===== src/rtl/axi_dma_pkg.sv =====
// Shared DMA types: burst encodings, write-arbiter FSM states and the
// transfer descriptor latched on each grant (addr, len, burst, size).
package axi_dma_pkg;

  localparam int ADDR_WD = 32;

  localparam logic [1:0] BURST_FIXED = 2'b00;
  localparam logic [1:0] BURST_INCR  = 2'b01;
  localparam logic [1:0] BURST_WRAP  = 2'b10;

  typedef enum logic [1:0] {
    S_IDLE,
    S_ISSUE,
    S_WAIT,
    S_DONE
  } arb_state_e;

  typedef struct packed {
    logic [ADDR_WD-1:0] addr;
    logic [ADDR_WD-1:0] len;
    logic [1:0]         burst;
    logic [2:0]         size;
  } desc_t;

endpackage


===== src/rtl/axi_write_cmd_arbiter_rr_arbiter.sv =====
// Round-robin arbiter with a rotating priority pointer.
// Ports: clk, rst (sync, active-high), req, advance -> grant_onehot, grant_idx.
module rr_arbiter #(
  parameter int N = 4
) (
  input  logic                 clk,
  input  logic                 rst,
  input  logic [N-1:0]         req,
  input  logic                 advance,
  output logic [N-1:0]         grant_onehot,
  output logic [$clog2(N)-1:0] grant_idx
);

  localparam int IW = $clog2(N);

  logic [IW-1:0] ptr;
  logic          found;

  function automatic logic [IW-1:0] wrap(input int v);
    return IW'(v % N);
  endfunction

  // Scan from the pointer upward, wrapping; first requester wins.
  always_comb begin
    found        = 1'b0;
    grant_idx    = '0;
    grant_onehot = '0;
    for (int i = 0; i < N; i++) begin
      if (!found && req[wrap(int'(ptr) + i)]) begin
        found     = 1'b1;
        grant_idx = wrap(int'(ptr) + i);
      end
    end
    if (found) grant_onehot[grant_idx] = 1'b1;
  end

  always_ff @(posedge clk) begin
    if (rst) begin
      ptr <= '0;
    end else if (advance && found) begin
      ptr <= wrap(int'(grant_idx) + 1);
    end
  end

endmodule


===== src/rtl/axi_write_cmd_arbiter.sv =====
// Round-robin scheduler sharing one AXI write engine among NUM_CH channels.
// Ports: ch_req_* in / ch_req_ready, ch_done, ch_err out; w_cmd_* to engine;
// busy, grant_idx, timeout_err status. Optional watchdog: AXI_WR_ARB_TIMEOUT_EN.
module axi_write_cmd_arbiter
  import axi_dma_pkg::*;
#(
  parameter int NUM_CH      = 4,
  parameter int AXI_ID_WD   = 2,
  parameter int AXI_ADDR_WD = ADDR_WD,
  parameter int TIMEOUT_CYC = 65535
) (
  input  logic                          M_AXI_ACLK,
  input  logic                          M_AXI_ARESET,
  input  logic [NUM_CH-1:0]             ch_req_valid,
  input  logic [NUM_CH*AXI_ADDR_WD-1:0] ch_req_addr,
  input  logic [NUM_CH*AXI_ADDR_WD-1:0] ch_req_len,
  input  logic [NUM_CH*2-1:0]           ch_req_burst,
  input  logic [NUM_CH*3-1:0]           ch_req_size,
  output logic [NUM_CH-1:0]             ch_req_ready,
  output logic [NUM_CH-1:0]             ch_done,
  output logic [NUM_CH-1:0]             ch_err,
  output logic                          w_cmd_valid,
  output logic [AXI_ADDR_WD-1:0]        w_cmd_addr,
  output logic [AXI_ID_WD-1:0]          w_cmd_id,
  output logic [1:0]                    w_cmd_burst,
  output logic [2:0]                    w_cmd_size,
  output logic [AXI_ADDR_WD-1:0]        w_cmd_len,
  input  logic                          w_cmd_ready,
  input  logic                          w_cmd_abort,
  output logic                          busy,
  output logic [$clog2(NUM_CH)-1:0]     grant_idx,
  output logic                          timeout_err
);

  localparam int IW = $clog2(NUM_CH);

  arb_state_e           state;
  desc_t                desc;
  desc_t                req_desc;
  logic [AXI_ID_WD-1:0] id_q;
  logic                 err;
  logic                 zero_len;
  logic                 grant_en;
  logic                 to_hit;
  logic [NUM_CH-1:0]    gnt_oh;
  logic [IW-1:0]        gnt;
  logic [NUM_CH-1:0]    own_oh;

  assign grant_en     = (state == S_IDLE) && (|ch_req_valid);
  assign ch_req_ready = grant_en ? gnt_oh : '0;
  assign own_oh       = NUM_CH'(1) << grant_idx;

  rr_arbiter #(.N(NUM_CH)) u_rr (
    .clk          (M_AXI_ACLK),
    .rst          (M_AXI_ARESET),
    .req          (ch_req_valid),
    .advance      (grant_en),
    .grant_onehot (gnt_oh),
    .grant_idx    (gnt)
  );

  always_comb begin
    req_desc.addr  = ch_req_addr[int'(gnt)*AXI_ADDR_WD +: AXI_ADDR_WD];
    req_desc.len   = ch_req_len[int'(gnt)*AXI_ADDR_WD +: AXI_ADDR_WD];
    req_desc.burst = ch_req_burst[int'(gnt)*2 +: 2];
    req_desc.size  = ch_req_size[int'(gnt)*3 +: 3];
  end

  assign w_cmd_addr  = desc.addr;
  assign w_cmd_len   = desc.len;
  assign w_cmd_burst = desc.burst;
  assign w_cmd_size  = desc.size;
  assign w_cmd_id    = id_q;

`ifdef AXI_WR_ARB_TIMEOUT_EN
  localparam int CW = $clog2(TIMEOUT_CYC + 1);

  logic [CW-1:0] cnt;
  logic          to_flag;
  logic          active;

  assign active      = (state == S_ISSUE) || (state == S_WAIT);
  // cnt equals cycles spent since ISSUE entry, so the limit fires on
  // the TIMEOUT_CYC-th cycle and DONE lands exactly TIMEOUT_CYC later.
  assign to_hit      = active && (cnt >= CW'(TIMEOUT_CYC - 1));
  assign timeout_err = to_flag;

  always_ff @(posedge M_AXI_ACLK) begin
    if (M_AXI_ARESET) begin
      cnt     <= '0;
      to_flag <= 1'b0;
    end else begin
      if (!active) cnt <= '0;
      else if (cnt != CW'(TIMEOUT_CYC)) cnt <= cnt + 1'b1;
      if (to_hit) to_flag <= 1'b1;
    end
  end
`else
  assign to_hit      = 1'b0;
  assign timeout_err = 1'b0;
`endif

  always_ff @(posedge M_AXI_ACLK) begin
    if (M_AXI_ARESET) begin
      state       <= S_IDLE;
      desc        <= '0;
      id_q        <= '0;
      err         <= 1'b0;
      zero_len    <= 1'b0;
      w_cmd_valid <= 1'b0;
      ch_done     <= '0;
      ch_err      <= '0;
      busy        <= 1'b0;
      grant_idx   <= '0;
    end else begin
      ch_done <= '0;
      ch_err  <= '0;
      unique case (state)
        S_IDLE: begin
          if (grant_en) begin
            desc        <= req_desc;
            id_q        <= AXI_ID_WD'(gnt);
            grant_idx   <= gnt;
            busy        <= 1'b1;
            // Zero length passes through ISSUE with valid held low.
            zero_len    <= (req_desc.len == '0);
            w_cmd_valid <= (req_desc.len != '0);
            state       <= S_ISSUE;
          end
        end
        S_ISSUE: begin
          if (zero_len || to_hit) begin
            w_cmd_valid <= 1'b0;
            ch_done     <= own_oh;
            ch_err      <= own_oh;
            state       <= S_DONE;
          end else if (w_cmd_ready) begin
            w_cmd_valid <= 1'b0;
            state       <= S_WAIT;
          end
        end
        S_WAIT: begin
          if (to_hit) begin
            ch_done <= own_oh;
            ch_err  <= own_oh;
            state   <= S_DONE;
          end else if (w_cmd_abort) begin
            err <= 1'b1;
          end else if (w_cmd_ready || err) begin
            ch_done <= own_oh;
            ch_err  <= err ? own_oh : '0;
            state   <= S_DONE;
          end
        end
        S_DONE: begin
          err      <= 1'b0;
          zero_len <= 1'b0;
          busy     <= 1'b0;
          state    <= S_IDLE;
        end
      endcase
    end
  end

endmodule


===== config.mk =====
export PLATFORM = sky130hd
export DESIGN_NAME = axi_write_cmd_arbiter
export DESIGN_NICKNAME = d
export VERILOG_FILES = /design/src/rtl/axi_dma_pkg.sv /design/src/rtl/axi_write_cmd_arbiter_rr_arbiter.sv /design/src/rtl/axi_write_cmd_arbiter.sv
export SDC_FILE = /design/constraint.sdc
export NUM_CORES = 1
export LEC_CHECK = 0
export BUFFER_PORTS_ARGS = -buffer_cell sky130_fd_sc_hd__buf_2
export CAP_MARGIN = 15
export CORE_AREA = 2 2 143 145
export DETAILED_ROUTE_END_ITERATION = 12
export DIE_AREA = 0 0 145 147
export PLACE_DENSITY = 0.57
export SETUP_SLACK_MARGIN = 0.2
export SYNTH_ARGS = -nofsm -noshare
export SYNTH_HDL_FRONTEND = slang
export SYNTH_SLANG_ARGS = --single-unit

===== constraint.sdc =====
create_clock -name M_AXI_ACLK -period 7.87 [get_ports M_AXI_ACLK]
set_clock_uncertainty 0.2 [all_clocks]
set_input_delay 1.1805 -clock M_AXI_ACLK [delete_from_list [all_inputs] [get_ports M_AXI_ACLK]]
set_output_delay 1.1805 -clock M_AXI_ACLK [all_outputs]
set_load 0.05 [all_outputs]

==> results of run 1 <==
[worst paths after layout]
| path | start | end | slack (ps) | depth (start not counted) |
|---|---|---|---|---|
| worst max-delay path | ch_req_valid[2] | ch_req_ready[2] | 2680 | 8 |
| worst min-delay path | w_cmd_addr[17] | w_cmd_addr[17] | 250 | 2 |
| worst max register to register | u_rr.ptr[1] | w_cmd_valid | 3480 | 11 |
| worst min register to register | w_cmd_addr[17] | w_cmd_addr[17] | 250 | 2 |
[metal layers]
| metal | global-route usage (%) | wire [um] | vias up |
|---|---|---|---|
| met1 | 27.89 | 10700 | 3277 |
| met5 | 0 | 0 | - |
| li1 | - | - | 3541 |
| met2 | 36.33 | 11580 | 244 |
| met3 | 4.286 | 1287 | 25 |
| met4 | 5.891 | 427 | 0 |
[through the flow]
stage	cells	instance area (um^2)
floorplan	831	5565
global placement	1399	7473
detailed placement	1399	7473
CTS	1415	7779
global route	1417	7801
finish	1417	7801
[cell usage after synthesis, drive strengths merged]
cell	instances
a211oi	65
a21oi	76
conb	1
a221o	1
and2	5
nor2b	5
nand2	229
nand4	1
dfxtp	87
clkbuf	45
o21bai	1
nor3	4
ha	8
nand3	114
nor4	5
buf	34
o22ai	16
o211a	1
a221oi	1
and3	64
nand2b	1
mux2i	1
a22oi	3
or3	33
a32o	1
inv	7
and4	1
nor2	14
o41ai	1
o21ai	5
or2b	1
[cell type report]
| cell class | instances | share of cell area [%] |
|---|---|---|
| diodes | 1 | 0.03208 |
| clock buffers | 9 | 2.887 |
| clock inverters | 7 | 1.026 |
| inverters | 7 | 0.3368 |
| multi-input cells | 658 | 44.39 |
| flip-flops and latches | 87 | 22.33 |
| well taps | 270 | 4.330 |
| repair buffers | 378 | 24.67 |
[critical path, cell delays in order]
cell	delay, ps
buf_2	120
nor2b_1	130
a221o_2	780
nand2_4	670
inv_2	360
ha_1	180
and2_1	110
buf_2	250
[flip-flops by register name, indices dropped and copies added (netlist names), 2 cells and up]
name / count
ch_done: 4
ch_err: 4
state: 2
u_rr.ptr: 2
w_cmd_addr: 32
w_cmd_burst: 2
w_cmd_id: 2
w_cmd_len: 32
w_cmd_size: 3
[logic make-up (layout without fill, tap and decap cells)]
kind of cell             after synthesis  after routing  share of synthesized area (%)
AO/OA/AOI/OAI                        171            171                          19.24
adder cells (fa/ha/maj)                8              8                          1.799
buffers and inverters                 86            401                          7.104
multiplexers                           1              1                         0.1799
other                                  1              2                        0.06738
flip-flops                            87             87                          31.29
AND/OR/NAND/NOR                      477            477                          40.31
[where the power goes]
group / total, W / internal, W / switching (W)
registers: 0.000712 / 0.000617 / 0.0000944
logic: 0.00216 / 0.000580 / 0.00158
clock network: 0.000445 / 0.000251 / 0.000194
==> impl_results.html, run 1 <==
<table>
<tr><th>Metric</th><th>Value</th></tr>
<tr><th colspan="2">Floorplanning</th></tr>
<tr><td>Die outline area</td><td>21320 um^2</td></tr>
<tr><td>Core area</td><td>around 20000 um^2</td></tr>
<tr><td>Number of core rows</td><td>52</td></tr>
<tr><td>Chip Width</td><td>roughly 150 um</td></tr>
<tr><td>Chip height</td><td>roughly 150 um</td></tr>
<tr><td>Starting Density</td><td>about 28%</td></tr>
<tr><td>Number of top-level design ports</td><td>about 370</td></tr>
<tr><th colspan="2">Clock tree</th></tr>
<tr><td># H-tree levels</td><td>3</td></tr>
<tr><td>Clock Sink Count</td><td>87</td></tr>
<tr><td>CTS root buf</td><td>clkbuf_16</td></tr>
<tr><td>CTS tree</td><td>done</td></tr>
<tr><td>Clock slew at reported path FFs</td><td>about 70 ps</td></tr>
<tr><td>Maximum clock path buffer count</td><td>2</td></tr>
<tr><td>Clk_lat worst skew</td><td>~340 ps</td></tr>
<tr><td>Total CTS buffers</td><td>9</td></tr>
<tr><td>Number of buffers inserted for hold repair after clock tree synthesis</td><td>0</td></tr>
<tr><td>Post-CTS Setup Inserts</td><td>0</td></tr>
<tr><td>Cts repair resizes</td><td>0</td></tr>
<tr><th colspan="2">Worst hold path</th></tr>
<tr><td>Class of the tightest hold or removal check</td><td>reg2reg</td></tr>
<tr><th colspan="2">Setup path</th></tr>
<tr><td>Type of the worst setup path</td><td>in2out</td></tr>
<tr><td>Worst setup EP type</td><td>primary output</td></tr>
<tr><td>CP Max Fanout</td><td>70</td></tr>
<tr><td>Required time reported for the critical path endpoint</td><td>~6500 ps</td></tr>
<tr><td>Arrival time at the worst endpoint</td><td>3810 ps</td></tr>
<tr><td>Category of the worst setup path launch point</td><td>input port</td></tr>
<tr><th colspan="2">Timing</th></tr>
<tr><td>Tmin final</td><td>5187 ps</td></tr>
<tr><td>Hold Worst Slack</td><td>around 250 ps</td></tr>
<tr><td>Worst rel slew slack</td><td>35.21%</td></tr>
<tr><td>Unrepaired setup endpoints after global routing</td><td>no</td></tr>
<tr><td>Count of final hold-check violations</td><td>0</td></tr>
<tr><td>Setup TNS Final</td><td>0 ps</td></tr>
<tr><td>Max Transition Viols Final</td><td>0</td></tr>
<tr><td>Tcrit/Tclk final</td><td>65.90%</td></tr>
<tr><td>FMAX</td><td>0.1928 GHz</td></tr>
<tr><td>Actual slew at the worst max-slew pin</td><td>971.8 ps</td></tr>
<tr><td>Setup violation total in the final timing report</td><td>0</td></tr>
<tr><td>PnR worst setup slack</td><td>approximately 2700 ps</td></tr>
<tr><th colspan="2">Global routing</th></tr>
<tr><td>Maximum number of pins on one net before global-route repair</td><td>74</td></tr>
<tr><td>First-pass GRT wire length</td><td>around 36000 um</td></tr>
<tr><td>Via count of the first global-routing pass</td><td>approximately 6500</td></tr>
<tr><td>Remaining global-route overflow</td><td>0</td></tr>
<tr><td>Number of antenna violations at the first check in global routing</td><td>1</td></tr>
<tr><td>Overall Global Routing Usage</td><td>21.45%</td></tr>
<tr><th colspan="2">Layout</th></tr>
<tr><td>Area of combinational cells with multiple inputs</td><td>roughly 3500 um^2</td></tr>
<tr><td>Nets@finish</td><td>roughly 1400</td></tr>
<tr><td>Syn-to-layout area delta</td><td>40.18%</td></tr>
<tr><td>Area used by sequential logic in the layout</td><td>around 1700 um^2</td></tr>
<tr><td>Filler instances</td><td>between 2000 and 2500</td></tr>
<tr><td>Most common cell after layout, fill and taps aside</td><td>buf_2</td></tr>
<tr><td>Leading cell types in the layout, fill and taps excluded</td><td>buf_2, nand2_1, nand3_1, dfxtp_1, a21oi_1</td></tr>
<tr><td>Fraction of the core area covered by cells at the end of the flow</td><td>between 30% and 40%</td></tr>
<tr><td>Proportion of layout cells with a drive suffix above 1</td><td>a little over a third</td></tr>
<tr><th colspan="2">Detailed routing</th></tr>
<tr><td>Routed WL per cell</td><td>between 15 and 20 um</td></tr>
<tr><td>1st-iter DRT viols</td><td>between 400 and 500</td></tr>
<tr><td>1st-pass router iterations</td><td>5</td></tr>
<tr><td>Wire length after detailed routing</td><td>24000 um</td></tr>
<tr><td>Total via count in the routed design</td><td>a little over 7000</td></tr>
<tr><td>Post-DR vias/cell</td><td>approximately 5</td></tr>
<tr><td>Antenna violation net count after detailed routing</td><td>0</td></tr>
<tr><td>DRC violations left</td><td>0</td></tr>
<tr><th colspan="2">Logic synthesis</th></tr>
<tr><td>Synth Instances</td><td>a little over 800</td></tr>
<tr><td>Yosys Warn Count</td><td>0</td></tr>
<tr><td>Area share of the leading cell type in the synthesized netlist</td><td>a little under a third</td></tr>
<tr><td>Seq cells post-synth</td><td>87</td></tr>
<tr><td>Post-Synthesis Cell Area</td><td>between 5000 and 6000 um^2</td></tr>
<tr><td>Net Count, Synth</td><td>~1100</td></tr>
<tr><td>Average instance area after synthesis</td><td>around 6.7 um^2</td></tr>
<tr><td>Sequential cell area fraction in the yosys report</td><td>31.29%</td></tr>
<tr><td>Area leader, netlist</td><td>dfxtp_1</td></tr>
<tr><td>Dominant cells by area after synthesis</td><td>dfxtp_1, nand2_1, nand3_1, a211oi_1, and3_1</td></tr>
<tr><td>Unique cell type count in the Yosys netlist</td><td>36</td></tr>
<tr><th colspan="2">Pwr</th></tr>
<tr><td>Highest ir drop seen on vdd</td><td>roughly 0.17 mV</td></tr>
<tr><td>Standby leakage power</td><td>a little under 4 nW</td></tr>
<tr><td>Post-layout power</td><td>around 0.0033 W</td></tr>
<tr><td>Cell Pwr Density</td><td>approximately 420 nW/um^2</td></tr>
<tr><th colspan="2">Job</th></tr>
<tr><td>Maxcap violations</td><td>0</td></tr>
<tr><th colspan="2">Place</th></tr>
<tr><td>Placer congestion estimate</td><td>0.9077</td></tr>
<tr><td>IO buf count</td><td>370</td></tr>
<tr><td>Post-placement worst setup slack</td><td>approximately 2500 ps</td></tr>
<tr><td>Half-perimeter wire length of the detailed placement result</td><td>around 18000 um</td></tr>
<tr><th colspan="2">Status</th></tr>
<tr><td>Result of the run</td><td>finished clean</td></tr>
</table>
(Power assumes the default switching activity.)
==> run 2, diff against run 1 <==
- clock period: 7.87 -> 5.3 ns (I/O delays scaled with it)
==> impl_results.html, run 2 (synthesized netlist as in run 1, its figures left out) <==
<table>
<tr><th>Metric</th><th>Value</th></tr>
<tr><th colspan="2">Detailed routing</th></tr>
<tr><td>1st-iter DRT viols</td><td>371 (-19%)</td></tr>
<tr><td>Post-DR vias/cell</td><td>5.087 (+1.7%)</td></tr>
<tr><td>Routed WL per cell</td><td>17.10 um (+0.95%)</td></tr>
<tr><td>Wire length after detailed routing</td><td>24270 um (+1.1%)</td></tr>
<tr><td>DRC violations left</td><td>0 (unchanged)</td></tr>
<tr><td>1st-pass router iterations</td><td>5 (unchanged)</td></tr>
<tr><td>Antenna violation net count after detailed routing</td><td>0 (unchanged)</td></tr>
<tr><td>Total via count in the routed design</td><td>7218 (+1.8%)</td></tr>
<tr><th colspan="2">Setup path</th></tr>
<tr><td>CP Max Fanout</td><td>74 (+5.7%)</td></tr>
<tr><td>R2r endpoint</td><td>w_cmd_valid</td></tr>
<tr><td>Crit path max-delay cell type</td><td>a221o_2</td></tr>
<tr><td>Setup slack of the worst register-to-register path</td><td>1420 ps (-2060 ps)</td></tr>
<tr><td>Crit. Startpoint</td><td>ch_req_valid[2]</td></tr>
<tr><td>Most frequent cell on the critical path</td><td>buf_2</td></tr>
<tr><td>Type of the worst setup path</td><td>in2out</td></tr>
<tr><td>Worst setup EP type</td><td>primary output</td></tr>
<tr><td>Arrival time at the worst endpoint</td><td>3330 ps (-480 ps)</td></tr>
<tr><td>Required time reported for the critical path endpoint</td><td>4300 ps (-2190 ps)</td></tr>
<tr><td>Source of the worst register-to-register timing path</td><td>u_rr.ptr[1]</td></tr>
<tr><td>Category of the worst setup path launch point</td><td>input port</td></tr>
<tr><td>Ordered list of cells on the worst path</td><td>buf_2 &gt; nor2b_1 &gt; a221o_2 &gt; nand2_4 &gt; inv_2 &gt; ha_1 &gt; and2_1 &gt; buf_2</td></tr>
<tr><td>Largest stage delay, worst path</td><td>780 ps (about the same)</td></tr>
<tr><td>Number of cell instances on the worst register-to-register path</td><td>8 (-3)</td></tr>
<tr><th colspan="2">Pwr</th></tr>
<tr><td>Clk pwr share</td><td>13.8% (+0.4 points)</td></tr>
<tr><td>Switching share of power</td><td>56.44% (+0.13 points)</td></tr>
<tr><td>Highest ir drop seen on vdd</td><td>0.3906 mV (+130%)</td></tr>
<tr><td>Sequential cell fraction of total power</td><td>21.4% (about the same)</td></tr>
<tr><td>Switch Pwr</td><td>0.002777 W (+49%)</td></tr>
<tr><td>Standby leakage power</td><td>3.928 nW (-0.24%)</td></tr>
<tr><td>Cell internal pwr</td><td>0.002144 W (+48%)</td></tr>
<tr><td>Cell Pwr Density</td><td>631.2 nW/um^2 (+49%)</td></tr>
<tr><td>Share of total power in combinational logic</td><td>64.8% (-0.3 points)</td></tr>
<tr><th colspan="2">Status</th></tr>
<tr><td>Result of the run</td><td>finished clean</td></tr>
<tr><th colspan="2">Layout</th></tr>
<tr><td>Most common cell after layout, fill and taps aside</td><td>buf_2</td></tr>
<tr><td>Nets@finish</td><td>1432 (-0.070%)</td></tr>
<tr><td>Syn-to-layout area delta</td><td>40.09% (about the same)</td></tr>
<tr><td>Proportion of layout cells with a drive suffix above 1</td><td>35.02% (-0.057 points)</td></tr>
<tr><td>Fraction of the core area covered by cells at the end of the flow</td><td>39.29% (about the same)</td></tr>
<tr><td>Final design instance area without fill</td><td>7796 um^2 (about the same)</td></tr>
<tr><td>Final instance count without filler cells</td><td>1419 (+0.14%)</td></tr>
<tr><td>Leading cell types in the layout, fill and taps excluded</td><td>buf_2, nand2_1, nand3_1, dfxtp_1, a21oi_1</td></tr>
<tr><th colspan="2">Floorplanning</th></tr>
<tr><td>Chip Width</td><td>145 um (unchanged)</td></tr>
<tr><td>Core area</td><td>19840 um^2 (unchanged)</td></tr>
<tr><td>Number of core rows</td><td>52 (unchanged)</td></tr>
<tr><td>Starting Density</td><td>28.05% (unchanged)</td></tr>
<tr><td>Number of top-level design ports</td><td>372 (unchanged)</td></tr>
<tr><td>Chip height</td><td>147 um (unchanged)</td></tr>
<tr><td>Die outline area</td><td>21320 um^2 (unchanged)</td></tr>
<tr><th colspan="2">Global routing</th></tr>
<tr><td>Met1 usage</td><td>27.86% (-0.029 points)</td></tr>
<tr><td>Met2 GRT Util</td><td>36.29% (-0.048 points)</td></tr>
<tr><td>Number of antenna violations at the first check in global routing</td><td>4 (+3)</td></tr>
<tr><td>Global routing usage on met3</td><td>4.969% (+0.68 points)</td></tr>
<tr><td>Most Used Layer, Global Route</td><td>met2</td></tr>
<tr><td>Overall Global Routing Usage</td><td>21.90% (+0.45 points)</td></tr>
<tr><td>Via count of the first global-routing pass</td><td>6733 (+4.1%)</td></tr>
<tr><td>Remaining global-route overflow</td><td>0 (unchanged)</td></tr>
<tr><td>Maximum number of pins on one net before global-route repair</td><td>88 (+19%)</td></tr>
<tr><td>First-pass GRT wire length</td><td>36890 um (+2.4%)</td></tr>
<tr><th colspan="2">Worst hold path</th></tr>
<tr><td>Class of the tightest hold or removal check</td><td>reg2reg</td></tr>
<tr><td>Hold Crit Depth</td><td>2 (unchanged)</td></tr>
<tr><td>Hold Path End</td><td>w_cmd_len[20]</td></tr>
<tr><td>Hold path startpoint</td><td>w_cmd_len[20]</td></tr>
<tr><th colspan="2">Clock tree</th></tr>
<tr><td>CTS tree</td><td>done</td></tr>
<tr><td>CTS root buf</td><td>clkbuf_16</td></tr>
<tr><td>Clock Sink Count</td><td>87 (unchanged)</td></tr>
<tr><td>Number of buffers inserted for hold repair after clock tree synthesis</td><td>0 (unchanged)</td></tr>
<tr><td>Total CTS buffers</td><td>9 (unchanged)</td></tr>
<tr><td>Clock slew at reported path FFs</td><td>60 ps (about the same)</td></tr>
<tr><td>Post-CTS Setup Inserts</td><td>0 (unchanged)</td></tr>
<tr><td>Clk_lat worst skew</td><td>350 ps (about the same)</td></tr>
<tr><td># H-tree levels</td><td>3 (unchanged)</td></tr>
<tr><td>Maximum clock path buffer count</td><td>2 (unchanged)</td></tr>
<tr><td>Cts repair resizes</td><td>0 (unchanged)</td></tr>
<tr><th colspan="2">Job</th></tr>
<tr><td>Maxcap violations</td><td>0 (unchanged)</td></tr>
<tr><th colspan="2">Timing</th></tr>
<tr><td>Max Transition Viols Final</td><td>0 (unchanged)</td></tr>
<tr><td>Worst rel slew slack</td><td>27.46% (-7.8 points)</td></tr>
<tr><td>Setup TNS Final</td><td>0 ps (unchanged)</td></tr>
<tr><td>Count of final hold-check violations</td><td>0 (unchanged)</td></tr>
<tr><td>Actual slew at the worst max-slew pin</td><td>1086 ps (+114.0 ps)</td></tr>
<tr><td>Setup violation total in the final timing report</td><td>0 (unchanged)</td></tr>
<tr><td>Tmin final</td><td>approximately 4300 ps</td></tr>
<tr><td>FMAX</td><td>0.2314 GHz</td></tr>
<tr><td>Tcrit/Tclk final</td><td>81.53%</td></tr>
<tr><td>Unrepaired setup endpoints after global routing</td><td>no</td></tr>
<tr><th colspan="2">Place</th></tr>
<tr><td>IO buf count</td><td>370 (unchanged)</td></tr>
<tr><td>Placer congestion estimate</td><td>0.9327 (+2.8%)</td></tr>
<tr><td>Placed Cells incl. Taps</td><td>1399 (unchanged)</td></tr>
<tr><td>Standard cell area after detailed placement</td><td>7473 um^2 (unchanged)</td></tr>
<tr><td>Half-perimeter wire length of the detailed placement result</td><td>18330 um (+0.90%)</td></tr>
</table>
==> run 2: worst max path at each step <==
| stage | endpoint | slack [ps] | cells after the start |
|---|---|---|---|
| floorplan | ch_req_ready[2] | 1630 | 10 |
| global placement | w_cmd_valid | 820 | 9 |
| detailed placement | w_cmd_valid | 840 | 9 |
| CTS | ch_req_ready[3] | 980 | 8 |
| global route | ch_req_ready[3] | 750 | 8 |
| finish | ch_req_ready[3] | 980 | 8 |
==> run 2: area by class of cell <==
class	count	area, um^2
Timing Repair Buffer	377	1904
Clock buffer	9	225.2
Multi-Input combinational cell	658	3463
Fill cell	2183	12050
Inverter	7	26.28
Clock inverter	7	87.58
Sequential cell	87	1742
Tap cell	270	337.8
Antenna cell	4	10.01
==> run 2: per-stage QoR <==
stage          hold slack (ps)  total power (W)  setup WS, ps
2_1_floorplan            266.8         0.003423          1629
3_3_place_gp             239.9         0.004252         821.0
3_5_place_dp             244.2         0.004264         839.5
4_1_cts                  253.9         0.004962         983.1
5_1_grt                  266.9         0.005249         750.4
6_report                 249.6         0.004921         979.1
==> run 2: power groups by stage <==
stage          clock (W)  sequential [W]  combinational (W)
5_1_grt         0.000728         0.00109            0.00343
3_3_place_gp           0         0.00106            0.00319
4_1_cts         0.000703         0.00105            0.00321
3_5_place_dp           0         0.00107            0.00320
2_1_floorplan          0         0.00192            0.00150
6_report        0.000678         0.00105            0.00319
==> run 2: critical path: cells and delay by family <==
family / cells / cell delay [ps]
buf+inv: 3 / 640
simple gates: 3 / 950
compound gates: 1 / 780
fa+ha+maj: 1 / 160
==> run 2: metal layers <==
layer / routed length (um) / up-vias
met1: 10430 / 3338
met3: 1622 / 50
li1: - / 3545
met2: 11420 / 285
met4: 788 / 0
met5: 0 / -
==> run 3, diff against run 2 <==
- ABC_AREA: unset -> 1
- CORE_AREA: 2 2 143 145 -> 2 2 146 148
- DIE_AREA: 0 0 145 147 -> 0 0 148 150
- PLACE_DENSITY: 0.57 -> 0.6
- clock period: 5.3 -> 3.9 ns (I/O delays scaled with it)
==> impl_results.html, run 3 <==
<table>
<tr><th>Metric</th><th>Value</th></tr>
<tr><th colspan="2">Clock tree</th></tr>
<tr><td>Clock slew at reported path FFs</td><td>70 ps (about the same)</td></tr>
<tr><td>CTS tree</td><td>done</td></tr>
<tr><td># H-tree levels</td><td>3 (unchanged)</td></tr>
<tr><td>CTS root buf</td><td>clkbuf_16</td></tr>
<tr><td>Clock Sink Count</td><td>87 (unchanged)</td></tr>
<tr><td>Total CTS buffers</td><td>9 (unchanged)</td></tr>
<tr><td>Maximum clock path buffer count</td><td>2 (unchanged)</td></tr>
<tr><td>Post-CTS Setup Inserts</td><td>0 (unchanged)</td></tr>
<tr><td>Clk_lat worst skew</td><td>330 ps (-20 ps)</td></tr>
<tr><th colspan="2">Logic synthesis</th></tr>
<tr><td>Fraction of synthesis flops using an asynchronous set or reset pin</td><td>0% (unchanged)</td></tr>
<tr><td>Cell types with the highest counts after synthesis</td><td>nand2_1, inv_1, dfxtp_1, o21ai_0</td></tr>
<tr><td>Count of flip-flops with a built-in enable after synthesis</td><td>0 (unchanged)</td></tr>
<tr><td>Seq cells post-synth</td><td>87 (unchanged)</td></tr>
<tr><td>Post-Synthesis Cell Area</td><td>6036 um^2 (+8.5%)</td></tr>
<tr><td>Sequential cell area fraction in the yosys report</td><td>28.86% (-2.4 points)</td></tr>
<tr><td>Area share of the leading cell type in the synthesized netlist</td><td>28.86% (-2.4 points)</td></tr>
<tr><td>Synth Instances</td><td>953 (+15%)</td></tr>
<tr><td>Dominant cells by area after synthesis</td><td>dfxtp_1, nand2_1, o211ai_1, nand4_1, o21ai_0</td></tr>
<tr><td>Most instantiated library cell after synthesis</td><td>nand2_1</td></tr>
<tr><td>Most used flip-flop cell after synthesis</td><td>dfxtp_1</td></tr>
<tr><td>Yosys Warn Count</td><td>0 (unchanged)</td></tr>
<tr><td>Net Count, Synth</td><td>1245 (+11%)</td></tr>
<tr><td>Area leader, netlist</td><td>dfxtp_1</td></tr>
<tr><td>Unique cell type count in the Yosys netlist</td><td>31 (-14%)</td></tr>
<tr><td>Average instance area after synthesis</td><td>6.333 um^2 (-5.4%)</td></tr>
<tr><th colspan="2">Layout</th></tr>
<tr><td>Leading cell types in the layout, fill and taps excluded</td><td>buf_2, nand2_1, inv_1, dfxtp_1, o21ai_0</td></tr>
<tr><td>Area used by sequential logic in the layout</td><td>1743 um^2 (about the same)</td></tr>
<tr><td>Final instance count without filler cells</td><td>1546 (+8.9%)</td></tr>
<tr><td>Area of combinational cells with multiple inputs</td><td>3505 um^2 (+1.2%)</td></tr>
<tr><td>Syn-to-layout area delta</td><td>36.38%</td></tr>
<tr><td>Nets@finish</td><td>1558 (+8.8%)</td></tr>
<tr><td>Filler instances</td><td>2291 (+4.9%)</td></tr>
<tr><td>Most common cell after layout, fill and taps aside</td><td>buf_2</td></tr>
<tr><td>Antenna diode count</td><td>0 (-4)</td></tr>
<tr><td>Proportion of layout cells with a drive suffix above 1</td><td>33.28% (-1.7 points)</td></tr>
<tr><th colspan="2">Timing</th></tr>
<tr><td>Setup TNS Final</td><td>0 ps (unchanged)</td></tr>
<tr><td>Max Transition Viols Final</td><td>0 (unchanged)</td></tr>
<tr><td>Tcrit/Tclk final</td><td>85.16%</td></tr>
<tr><td>Tmin final</td><td>between 3000 and 4000 ps</td></tr>
<tr><td>Unrepaired setup endpoints after global routing</td><td>no</td></tr>
<tr><td>Worst rel slew slack</td><td>57.01% (+30 points)</td></tr>
<tr><td>Count of final hold-check violations</td><td>0 (unchanged)</td></tr>
<tr><td>FMAX</td><td>between 0.3 and 0.4 GHz</td></tr>
<tr><td>Actual slew at the worst max-slew pin</td><td>644.9 ps (-441.0 ps)</td></tr>
<tr><td>Setup violation total in the final timing report</td><td>0 (unchanged)</td></tr>
<tr><td>PnR worst setup slack</td><td>578.9 ps (-400.2 ps)</td></tr>
<tr><th colspan="2">Global routing</th></tr>
<tr><td>Remaining global-route overflow</td><td>0 (unchanged)</td></tr>
<tr><td>Via count of the first global-routing pass</td><td>7159 (+6.3%)</td></tr>
<tr><td>Number of antenna violations at the first check in global routing</td><td>0 (-4)</td></tr>
<tr><td>Overall Global Routing Usage</td><td>21.39% (-0.51 points)</td></tr>
<tr><td>Maximum number of pins on one net before global-route repair</td><td>118 (+34%)</td></tr>
<tr><td>First-pass GRT wire length</td><td>37780 um (+2.4%)</td></tr>
<tr><th colspan="2">Worst hold path</th></tr>
<tr><td>Class of the tightest hold or removal check</td><td>reg2reg</td></tr>
<tr><td>Hold path startpoint</td><td>busy</td></tr>
<tr><th colspan="2">Pwr</th></tr>
<tr><td>Post-layout power</td><td>0.008420 W (+71%)</td></tr>
<tr><td>Cell Pwr Density</td><td>1023 nW/um^2 (+62%)</td></tr>
<tr><td>Highest ir drop seen on vdd</td><td>0.5136 mV (+31%)</td></tr>
<tr><td>Standby leakage power</td><td>4.575 nW (+16%)</td></tr>
<tr><th colspan="2">Setup path</th></tr>
<tr><td>CP Max Fanout</td><td>17 (-77%)</td></tr>
<tr><td>Type of the worst setup path</td><td>reg2out</td></tr>
<tr><td>Required time reported for the critical path endpoint</td><td>3120 ps (-1180 ps)</td></tr>
<tr><td>Arrival time at the worst endpoint</td><td>2540 ps (-790 ps)</td></tr>
<tr><td>Source of the worst register-to-register timing path</td><td>u_rr.ptr[0]</td></tr>
<tr><td>Largest stage delay, worst path</td><td>480 ps (-300 ps)</td></tr>
<tr><td>Worst setup EP type</td><td>primary output</td></tr>
<tr><td>Crit. Startpoint</td><td>u_rr.ptr[0]</td></tr>
<tr><td>Ordered list of cells on the worst path</td><td>inv_2 &gt; nand2_1 &gt; nand2_2 &gt; nand2_1 &gt; nand2_1 &gt; nand2_2 &gt; nand2_2 &gt; nand2_4 &gt; nand3_4 &gt; inv_2 &gt; ha_1 &gt; inv_1 &gt; nor2_1 &gt; buf_2</td></tr>
<tr><td>Category of the worst setup path launch point</td><td>flop</td></tr>
<tr><td>Crit path max-delay cell type</td><td>dfxtp_2</td></tr>
<tr><th colspan="2">Detailed routing</th></tr>
<tr><td>1st-pass router iterations</td><td>5 (unchanged)</td></tr>
<tr><td>Routed WL per cell</td><td>16.04 um (-6.2%)</td></tr>
<tr><td>Post-DR vias/cell</td><td>4.958 (-2.5%)</td></tr>
<tr><td>DRC violations left</td><td>0 (unchanged)</td></tr>
<tr><td>Antenna violation net count after detailed routing</td><td>0 (unchanged)</td></tr>
<tr><td>Wire length after detailed routing</td><td>24800 um (+2.2%)</td></tr>
<tr><td>1st-iter DRT viols</td><td>452 (+22%)</td></tr>
<tr><td>Total via count in the routed design</td><td>7665 (+6.2%)</td></tr>
<tr><th colspan="2">Floorplanning</th></tr>
<tr><td>Starting Density</td><td>29.17% (+1.1 points)</td></tr>
<tr><td>Chip height</td><td>150 um (+2.0%)</td></tr>
<tr><td>Number of top-level design ports</td><td>372 (unchanged)</td></tr>
<tr><td>Number of core rows</td><td>53 (+1.9%)</td></tr>
<tr><td>Chip Width</td><td>148 um (+2.1%)</td></tr>
<tr><td>Die outline area</td><td>22200 um^2 (+4.2%)</td></tr>
<tr><td>Core area</td><td>20690 um^2 (+4.3%)</td></tr>
<tr><th colspan="2">Place</th></tr>
<tr><td>Placed Cells incl. Taps</td><td>1530 (+9.4%)</td></tr>
<tr><td>Half-perimeter wire length of the detailed placement result</td><td>19010 um (+3.7%)</td></tr>
<tr><td>Placer congestion estimate</td><td>0.9197 (-1.4%)</td></tr>
<tr><td>IO buf count</td><td>370 (unchanged)</td></tr>
<tr><td>Post-placement worst setup slack</td><td>570.3 ps (-269.1 ps)</td></tr>
<tr><th colspan="2">Status</th></tr>
<tr><td>Result of the run</td><td>finished clean</td></tr>
<tr><th colspan="2">Job</th></tr>
<tr><td>Maxcap violations</td><td>0 (unchanged)</td></tr>
</table>
-- run 3: layout make-up --
class / count / share of cell area, %
Sequential cell: 87 / 21.17
Clock inverter: 7 / 0.6536
Tap cell: 275 / 4.180
Timing Repair Buffer: 383 / 23.83
Inverter: 106 / 4.849
Multi-Input combinational cell: 679 / 42.57
Clock buffer: 9 / 2.736
-- run 3: per-stage QoR --
stage	cell area [um^2]	hold slack [ps]	util, %
2_1_floorplan	6036	257.1	-
3_3_place_gp	7951	261.3	38.43
3_5_place_dp	7951	254.7	38.43
4_1_cts	8230	264.5	39.78
5_1_grt	8232	297.0	39.79
6_report	8232	261.0	39.79
-- run 3: worst paths after layout --
kind	slack [ps]	depth (start not counted)	end
hold reg to reg	260	2	busy
setup reg to reg	770	20	w_cmd_valid
hold / removal	260	2	busy
setup / recovery	580	14	ch_req_ready[3]
-- run 3: worst max-delay path: cells and delay by family, from the launching register on --
family | cells | cell delay, ps
AND/OR/NAND/NOR | 9 | 840
adder cells (fa/ha/maj) | 1 | 190
buffers and inverters | 4 | 680
flip-flops | 1 | 480
-- run 3: metal layers --
layer / part of all wire [%] / up-vias / track usage, %
met5: 0 / - / 0
met4: 2.3 / 0 / 6.714
met3: 7.2 / 36 / 3.689
met2: 48 / 334 / 35.39
met1: 43 / 3436 / 28.39
li1: - / 3859 / -
-- run 3: logic make-up after synthesis --
| logic type | Yosys count | synth area share [%] |
|---|---|---|
| and+or+nand+nor | 469 | 34.87 |
| AOI/OAI and AO/OA | 193 | 20.15 |
| buffers and inverters | 187 | 13.08 |
| DFF | 87 | 28.86 |
| muxes | 8 | 1.327 |
| adders and majority gates | 8 | 1.658 |
| other | 1 | 0.06213 |
-- run 3: timing repair --
item,CTS,global route
endpoints found under the setup margin,0,4
gates resized for setup,0,1
hold buffers,0,0
-- run 3: power by group --
part | leakage (nW) | internal, W | switching, W | total, W
Combinational | 3.71 | 0.00170 | 0.00451 | 0.00621
Clock | 0.141 | 0.000440 | 0.000380 | 0.000820
Sequential | 0.721 | 0.00121 | 0.000183 | 0.00139
